==> config.mk <==
export PLATFORM = sky130hd
export DESIGN_NAME = fetch_stage
export DESIGN_NICKNAME = d
export VERILOG_FILES = /design/src/rtl/fetch_stage.sv
export SDC_FILE = /design/constraint.sdc
export NUM_CORES = 1
export LEC_CHECK = 0
export CAP_MARGIN = 5
export CORE_MARGIN = 2
export CORE_UTILIZATION = 30
export CTS_BUF_LIST = sky130_fd_sc_hd__clkbuf_4 sky130_fd_sc_hd__clkbuf_8 sky130_fd_sc_hd__clkbuf_16
export DETAILED_ROUTE_END_ITERATION = 8
export SLEW_MARGIN = 20
export SYNTH_ARGS = -nofsm -noshare
export SYNTH_HDL_FRONTEND = slang
export SYNTH_SLANG_ARGS = --single-unit
==> constraint.sdc <==
create_clock -name clk -period 5.9 [get_ports clk]
set_input_delay 1.18 -clock clk [delete_from_list [all_inputs] [get_ports clk]]
set_output_delay 1.18 -clock clk [all_outputs]
set_load 0.01 [all_outputs]
==> src/rtl/fetch_stage.sv <==
// In-order instruction fetch into a DEPTH-entry queue feeding IF/ID; a redirect flushes the queue and drops stale responses.
// Responses reach out_* one cycle after arrival at the earliest; stall freezes the head; issue is credit-limited.
module fetch_stage #(
  parameter int unsigned     XLEN            = 32,
  parameter logic [XLEN-1:0] RESET_PC        = '0,
  parameter int unsigned     DEPTH           = 2,
  parameter int unsigned     MAX_OUTSTANDING = 2
) (
  input  logic            clk,
  input  logic            reset,
  output logic            imem_req_valid,
  input  logic            imem_req_ready,
  output logic [XLEN-1:0] imem_req_addr,
  input  logic            imem_rsp_valid,
  input  logic [31:0]     imem_rsp_data,
  input  logic            redirect_valid,
  input  logic [XLEN-1:0] redirect_pc,
  input  logic            stall,
  output logic            out_valid,
  output logic [XLEN-1:0] out_pc,
  output logic [31:0]     out_instr
);

  localparam int unsigned CW  = $clog2(DEPTH + 1);
  localparam int unsigned OW  = $clog2(MAX_OUTSTANDING + 1);
  localparam int unsigned PW  = $clog2(DEPTH);
  localparam logic [31:0] NOP = 32'h0000_0013;

  logic [XLEN-1:0] r_fetch_pc;
  logic [XLEN-1:0] r_rsp_pc;
  logic [OW-1:0]   r_live;
  logic [OW-1:0]   r_stale;
  logic [CW-1:0]   r_count;
  logic [PW-1:0]   r_rd_ptr;
  logic [PW-1:0]   r_wr_ptr;
  logic [XLEN-1:0] r_q_pc    [0:DEPTH-1];
  logic [31:0]     r_q_instr [0:DEPTH-1];

  logic            w_room;
  logic            w_credit;
  logic            w_req_hs;
  logic            w_rsp_live;
  logic            w_rsp_stale;
  logic            w_push;
  logic            w_pop;
  logic [XLEN-1:0] w_redirect_pc;

  // Live requests reserve a queue slot, so a response can always be pushed.
  assign w_room   = (32'(r_live) + 32'(r_count)) < 32'(DEPTH);
  assign w_credit = (32'(r_live) + 32'(r_stale)) < 32'(MAX_OUTSTANDING);

  assign imem_req_valid = !reset && !redirect_valid && w_room && w_credit;
  assign imem_req_addr  = r_fetch_pc;
  assign w_req_hs       = imem_req_valid && imem_req_ready;

  assign w_rsp_stale   = imem_rsp_valid && (r_stale != '0);
  assign w_rsp_live    = imem_rsp_valid && (r_stale == '0);
  assign w_push        = w_rsp_live && !redirect_valid;
  assign w_pop         = out_valid && !stall && !redirect_valid;
  assign w_redirect_pc = redirect_pc & ~XLEN'(3);

  assign out_valid = (r_count != '0);
  assign out_pc    = out_valid ? r_q_pc[r_rd_ptr] : r_rsp_pc;
  assign out_instr = out_valid ? r_q_instr[r_rd_ptr] : NOP;

  always_ff @(posedge clk) begin
    if (reset) begin
      r_fetch_pc <= RESET_PC;
      r_rsp_pc   <= RESET_PC;
      r_live     <= '0;
      r_stale    <= '0;
      r_count    <= '0;
      r_rd_ptr   <= '0;
      r_wr_ptr   <= '0;
    end else if (redirect_valid) begin
      r_fetch_pc <= w_redirect_pc;
      r_rsp_pc   <= w_redirect_pc;
      r_live     <= '0;
      // Every response still owed, minus the one consumed this cycle, becomes stale.
      r_stale    <= r_stale + r_live - OW'(imem_rsp_valid);
      r_count    <= '0;
      r_rd_ptr   <= '0;
      r_wr_ptr   <= '0;
    end else begin
      if (w_req_hs) r_fetch_pc <= r_fetch_pc + XLEN'(4);
      if (w_push) begin
        r_rsp_pc <= r_rsp_pc + XLEN'(4);
        r_wr_ptr <= r_wr_ptr + PW'(1);
      end
      if (w_pop) r_rd_ptr <= r_rd_ptr + PW'(1);
      r_live  <= r_live + OW'(w_req_hs) - OW'(w_rsp_live);
      r_stale <= r_stale - OW'(w_rsp_stale);
      r_count <= r_count + CW'(w_push) - CW'(w_pop);
    end
  end

  always_ff @(posedge clk) begin
    if (w_push) begin
      r_q_pc[r_wr_ptr]    <= r_rsp_pc;
      r_q_instr[r_wr_ptr] <= imem_rsp_data;
    end
  end

  always_ff @(posedge clk) begin
    if (!reset) begin
      assert (32'(r_count) <= 32'(DEPTH));
      assert ((32'(r_live) + 32'(r_stale)) <= 32'(MAX_OUTSTANDING));
      assert (!(imem_rsp_valid && (r_live == '0) && (r_stale == '0)));
      assert (!(w_push && !w_pop && (32'(r_count) == 32'(DEPTH))));
    end
  end

endmodule
# ---- After elaboration in Yosys (flattened, before gate mapping)
# Memories as Yosys holds them, arrays and structs flattened. A register that Yosys moved wholly into a read port is not among the register bits.
# Index checks and enable logic that the tools add are counted.
dict set report word_totals {
  register_bits 72
  ramBits 128
  inputBits 70
  out_inout_bits 98
  wordCells 57
  memories 2
}
# name words word_bits rd rd_clocked_by_memory_dff wr line_no
set memory_table {}
lappend memory_table {r_q_instr 2 32 1 1 1 37} ;# logic [31:0] r_q_instr [0:DEPTH-1];
lappend memory_table {r_q_pc 2 32 1 1 1 36} ;# logic [XLEN-1:0] r_q_pc [0:DEPTH-1];
dict set report classes {
  addsub 13
  order_cmp 2
  n_mux 13
  n_reduce_logical 18
}
# cell count
set ops {}
lappend ops {{2-to-1 mux 32 bit} 6}
lappend ops {{adder 32 x 3 -> 32 bit, second input constant} 2}
lappend ops {{logical AND 1 bit} 9}
lappend ops {{nonzero test 2 bit} 4}
lappend ops {{subtractor 2 x 1 -> 2 bit} 4}
lappend ops {{adder 2 x 2 -> 3 bit} 2}
lappend ops {{< comparator 3 x 2 -> 1 bit, second input constant} 2}
lappend ops {{2-to-1 mux 1 bit} 6}
lappend ops {{adder 2 x 1 -> 2 bit} 2}
lappend ops {{zero test 1 bit} 3}
lappend ops {{adder 1 bit, second input constant} 2}
lappend ops {{adder 2 bit} 1}
lappend ops {{zero test 2 bit} 1}
lappend ops {{2-to-1 mux 2 bit} 1}
lappend ops {{OR reduction 2 bit} 1}

# ---- Longest topological paths before layout
dict set report depth {
  ltp_word 7
  ltp_mapped 13
  depth_no_buf 11
}

# ---- Worst setup path after synthesis
# OpenSTA, ideal clock, no wires.
dict set report synth_timing {
  kind {input -> register}
  from {in imem_rsp_valid}
  to {mem r_q_instr[0][0] (enable)}
  setup_ns 0.482
  arrival_time_ns 4.479
  required_ns 5.418
  path_slack_ns 0.939
  path_stages 5
  path_buffers 1
  cell_sequence {or3b_1 buf_6 clkinv_2 nand2_1 nor2_1}
}
dict set report synth_between {
  elab_chain_cells 4
}
# element line_no
set synth_lines {}
lappend synth_lines {{start, declared} 14} ;# input logic imem_rsp_valid,
lappend synth_lines {{logical AND 1 bit} 57} ;# assign w_rsp_live = imem_rsp_valid && (r_stale == '0);
lappend synth_lines {{logical AND 1 bit} 58} ;# assign w_push = w_rsp_live && !redirect_valid;
lappend synth_lines {{2-to-1 mux 1 bit} 98} ;# if (w_push) begin
lappend synth_lines {{2-to-1 mux 1 bit (implied by the code)} 100} ;# r_q_instr[r_wr_ptr] <= imem_rsp_data;
lappend synth_lines {{end, declared} 37}
# Every way passes these cells.

# ---- Worst setup path in the final report
dict set report layout_timing {
  from {in redirect_valid}
  to {out imem_req_valid}
}
dict set report layout_between {
  elab_chain_cells 4
}
# element line_no
set layout_lines {}
lappend layout_lines {{start, declared} 16} ;# input logic redirect_valid,
lappend layout_lines {{zero test 1 bit} 52} ;# assign imem_req_valid = !reset && !redirect_valid && w_room && w_credit;
lappend layout_lines {{logical AND 1 bit (3 in a row)} 52}
lappend layout_lines {{end, declared} 11} ;# output logic imem_req_valid,
# Every way passes these cells.

==> flow_metrics.tcl <==
set metrics [dict create \
    grt_max_degree 63 \
    vias_per_cell 4.879 \
    synth_cells 773 \
    highest_layer "met4" \
    met1_length_um 11300 \
    nets 1003 \
    layout-drive-gt1-share 0.06424 \
    synthArstFlopShare 0 \
    rsz0062_at_grt "false" \
    root_buffer "clkbuf_16" \
    synth_top_cell_by_area "edfxtp_1" \
    die_h_um 174.3 \
    port_buffers 161 \
    swShare 0.2714 \
    pre_cts_ws_ps 1680 \
    htreeDepth 4 \
    worst-setup-path-type "input pin to primary output" \
    power.internal_mw 2.271 \
    drtIter0Drc 444 \
    grt_pass1_vias 6080 \
    clk_latency_ps 430 \
    finClkSkew_ps 9.882 \
    numCtsBuffers 17 \
    synth_edf_count 124 \
    areaGrowthSynthToFinish_pct 29.77 \
    vias 6430 \
    tns_ps 0 \
    max-vdd-ir-drop_mv 0.1709 \
    dpl.hpwl_um 15590 \
    layout_commonest_cell "clkdlybuf4s50_1" \
    drt_pass1_iterations 5 \
    cp-start-kind "input pin" \
    p_comb_frac 0.121 \
    p_total_mw 3.117 \
    fmax_mhz 248.5 \
    final-setup-viol-count 0 \
    cts_hold_buf 0 \
    boundaryPins 168 \
    seqPwrFrac 0.505 \
    synth_seq_area_share 0.5868 \
    core.rowCount 62 \
    cts.sinks 193 \
    synth_top_area_share 0.4280 \
    switching_power_mw 0.8459 \
    yosys_warnings 0 \
    critPathRequiredTime_ps 4720 \
    timing.slew.headroom 0.4406 \
    wl_um 22680 \
    tritoncts "yes" \
    start_util 0.3039 \
    die_x_um 174.3 \
    synth_top_flop_cell "edfxtp_1" \
    cp.arrival_ps 2840 \
    grt_overflow 0 \
    post_cts_buffers 0 \
    post_cts_resized 0 \
    drv_cap 0 \
    period_minus_slack_ps 4024 \
    setup_slack_ps 1876 \
    routed-wl-met3_um 1397 \
    wl_met2_um 9856 \
    hold_path.class "flip-flop to flip-flop" \
    power_density_mw_per_mm2 276.1 \
    die-area_mm2 0.03038 \
    avgSynthCellArea_um2 11.25 \
    end_kind "primary output" \
    ant_nets 0 \
    final_cell_mix "clkdlybuf4s50_1 (160), edfxtp_1 (124), nand2_1 (79)" \
    critPathMaxFanout 6 \
    hold_ws_ps 523.8 \
    clkTransAtPathRegs_ps 80 \
    slew_violations 0 \
    tightest_slew_ps 837.1 \
    yosys-top-cells-area "edfxtp_1 (43%), dfxtp_1 (16%), mux2i_1 (7.5%)" \
    synth_seq_cells 193 \
    power_leakage_nw 3.686 \
    ys_types 55 \
    drt-wirelength-per-cell_um 17.21 \
    grt_first_pass_wirelength_um 34910 \
    diodes 0 \
    grtUsageTotal 0.1476 \
    syn-cell-area_mm2 0.008700 \
    antenna_found_initial 0 \
    cts_max_path_buffers 2 \
    finalCritPeriodShare 0.6821 \
    status "completed" \
    drc 0 \
    finalHoldViolations 0 \
    fp.coreArea_mm2 0.02863 \
    clkPwrFrac 0.374 \
    gp_congestion 0.8377 \
]
==> metrics by stage <==
step / cells / cell area (um2) / utilization
2_1_floorplan: 776 / 8711 / -
3_3_place_gp: 1286 / 10690 / 0.3735
3_5_place_dp: 1286 / 10690 / 0.3735
4_1_cts: 1318 / 11290 / 0.3943
5_1_grt: 1318 / 11290 / 0.3944
6_report: 1318 / 11290 / 0.3944
==> state kept, by name, indices dropped and copies added (netlist names), named ones only <==
signal	count
r_q_instr	64
r_rd_ptr	1
r_wr_ptr	1
r_live	2
r_count	2
r_stale	2
r_rsp_pc	30
imem_req_addr	30
r_q_pc	60
==> power by group through the flow <==
stage | Combinational (mW) | Clock (mW) | Sequential (mW)
after floorplan | 0.188 | 0 | 1.59
after global placement | 0.378 | 0 | 1.60
after detailed placement | 0.381 | 0 | 1.60
after CTS | 0.383 | 1.20 | 1.57
after global routing | 0.414 | 1.25 | 1.58
final | 0.378 | 1.17 | 1.57
==> synth_stat cells, drive strengths merged (13+ instances only) <==
library cell and number:
a211oi 15, nand4 23, nand3 27, clkbuf 32, xor2 22, nor2 80
inv 13, o21ai 46, xnor2 25, dfxtp 69, nand2 79, a21oi 21
buf 13, mux2i 65, edfxtp 124
==> layer usage <==
| layer | vias to the layer above | track usage |
|---|---|---|
| met5 | - | 0 |
| met4 | 0 | 0.02556 |
| met3 | 12 | 0.03718 |
| met2 | 240 | 0.2184 |
| met1 | 3052 | 0.2193 |
| li1 | 3126 | - |
==> worst max-delay path, stage by stage <==
cell and delay, ps:
clkdlybuf4s50_1 470, nor2_1 440, and2_1 220, clkdlybuf4s50_1 530
==> kinds of logic after synthesis <==
group / count (synthesis) / share of synthesized area
and+or+nand+nor: 269 / 0.1510
AOI/OAI and AO/OA: 125 / 0.08860
xor gates and xnor gates: 47 / 0.04732
DFF: 193 / 0.5868
buffers and inverters: 59 / 0.02948
muxes: 67 / 0.07738
other: 1 / 0.0004311
adders and majority gates: 12 / 0.01898
==> area by class of cell <==
class | instances | area (um2)
tap | 384 | 480.5
timing repair buffer | 171 | 1682
sequential | 193 | 5109
clock buffer | 17 | 425.4
fill | 2789 | 17340
multi-input combinational | 524 | 3368
inverter | 14 | 53.80
clock inverter | 15 | 171.4
==> worst paths after layout <==
kind                               from                   end  slack (ps)  cells past startpoint
hold / removal    r_rd_ptr$_SDFFE_PP0P_             flip-flop         520                      2
setup / recovery         redirect_valid        imem_req_valid        1880                      4
setup reg to reg  r_count[0]$_SDFF_PP0_  r_live[1]$_SDFF_PP0_        2460                     11
hold reg to reg   r_rd_ptr$_SDFFE_PP0P_             flip-flop         520                      2
Power figures use the tool's default switching activity.
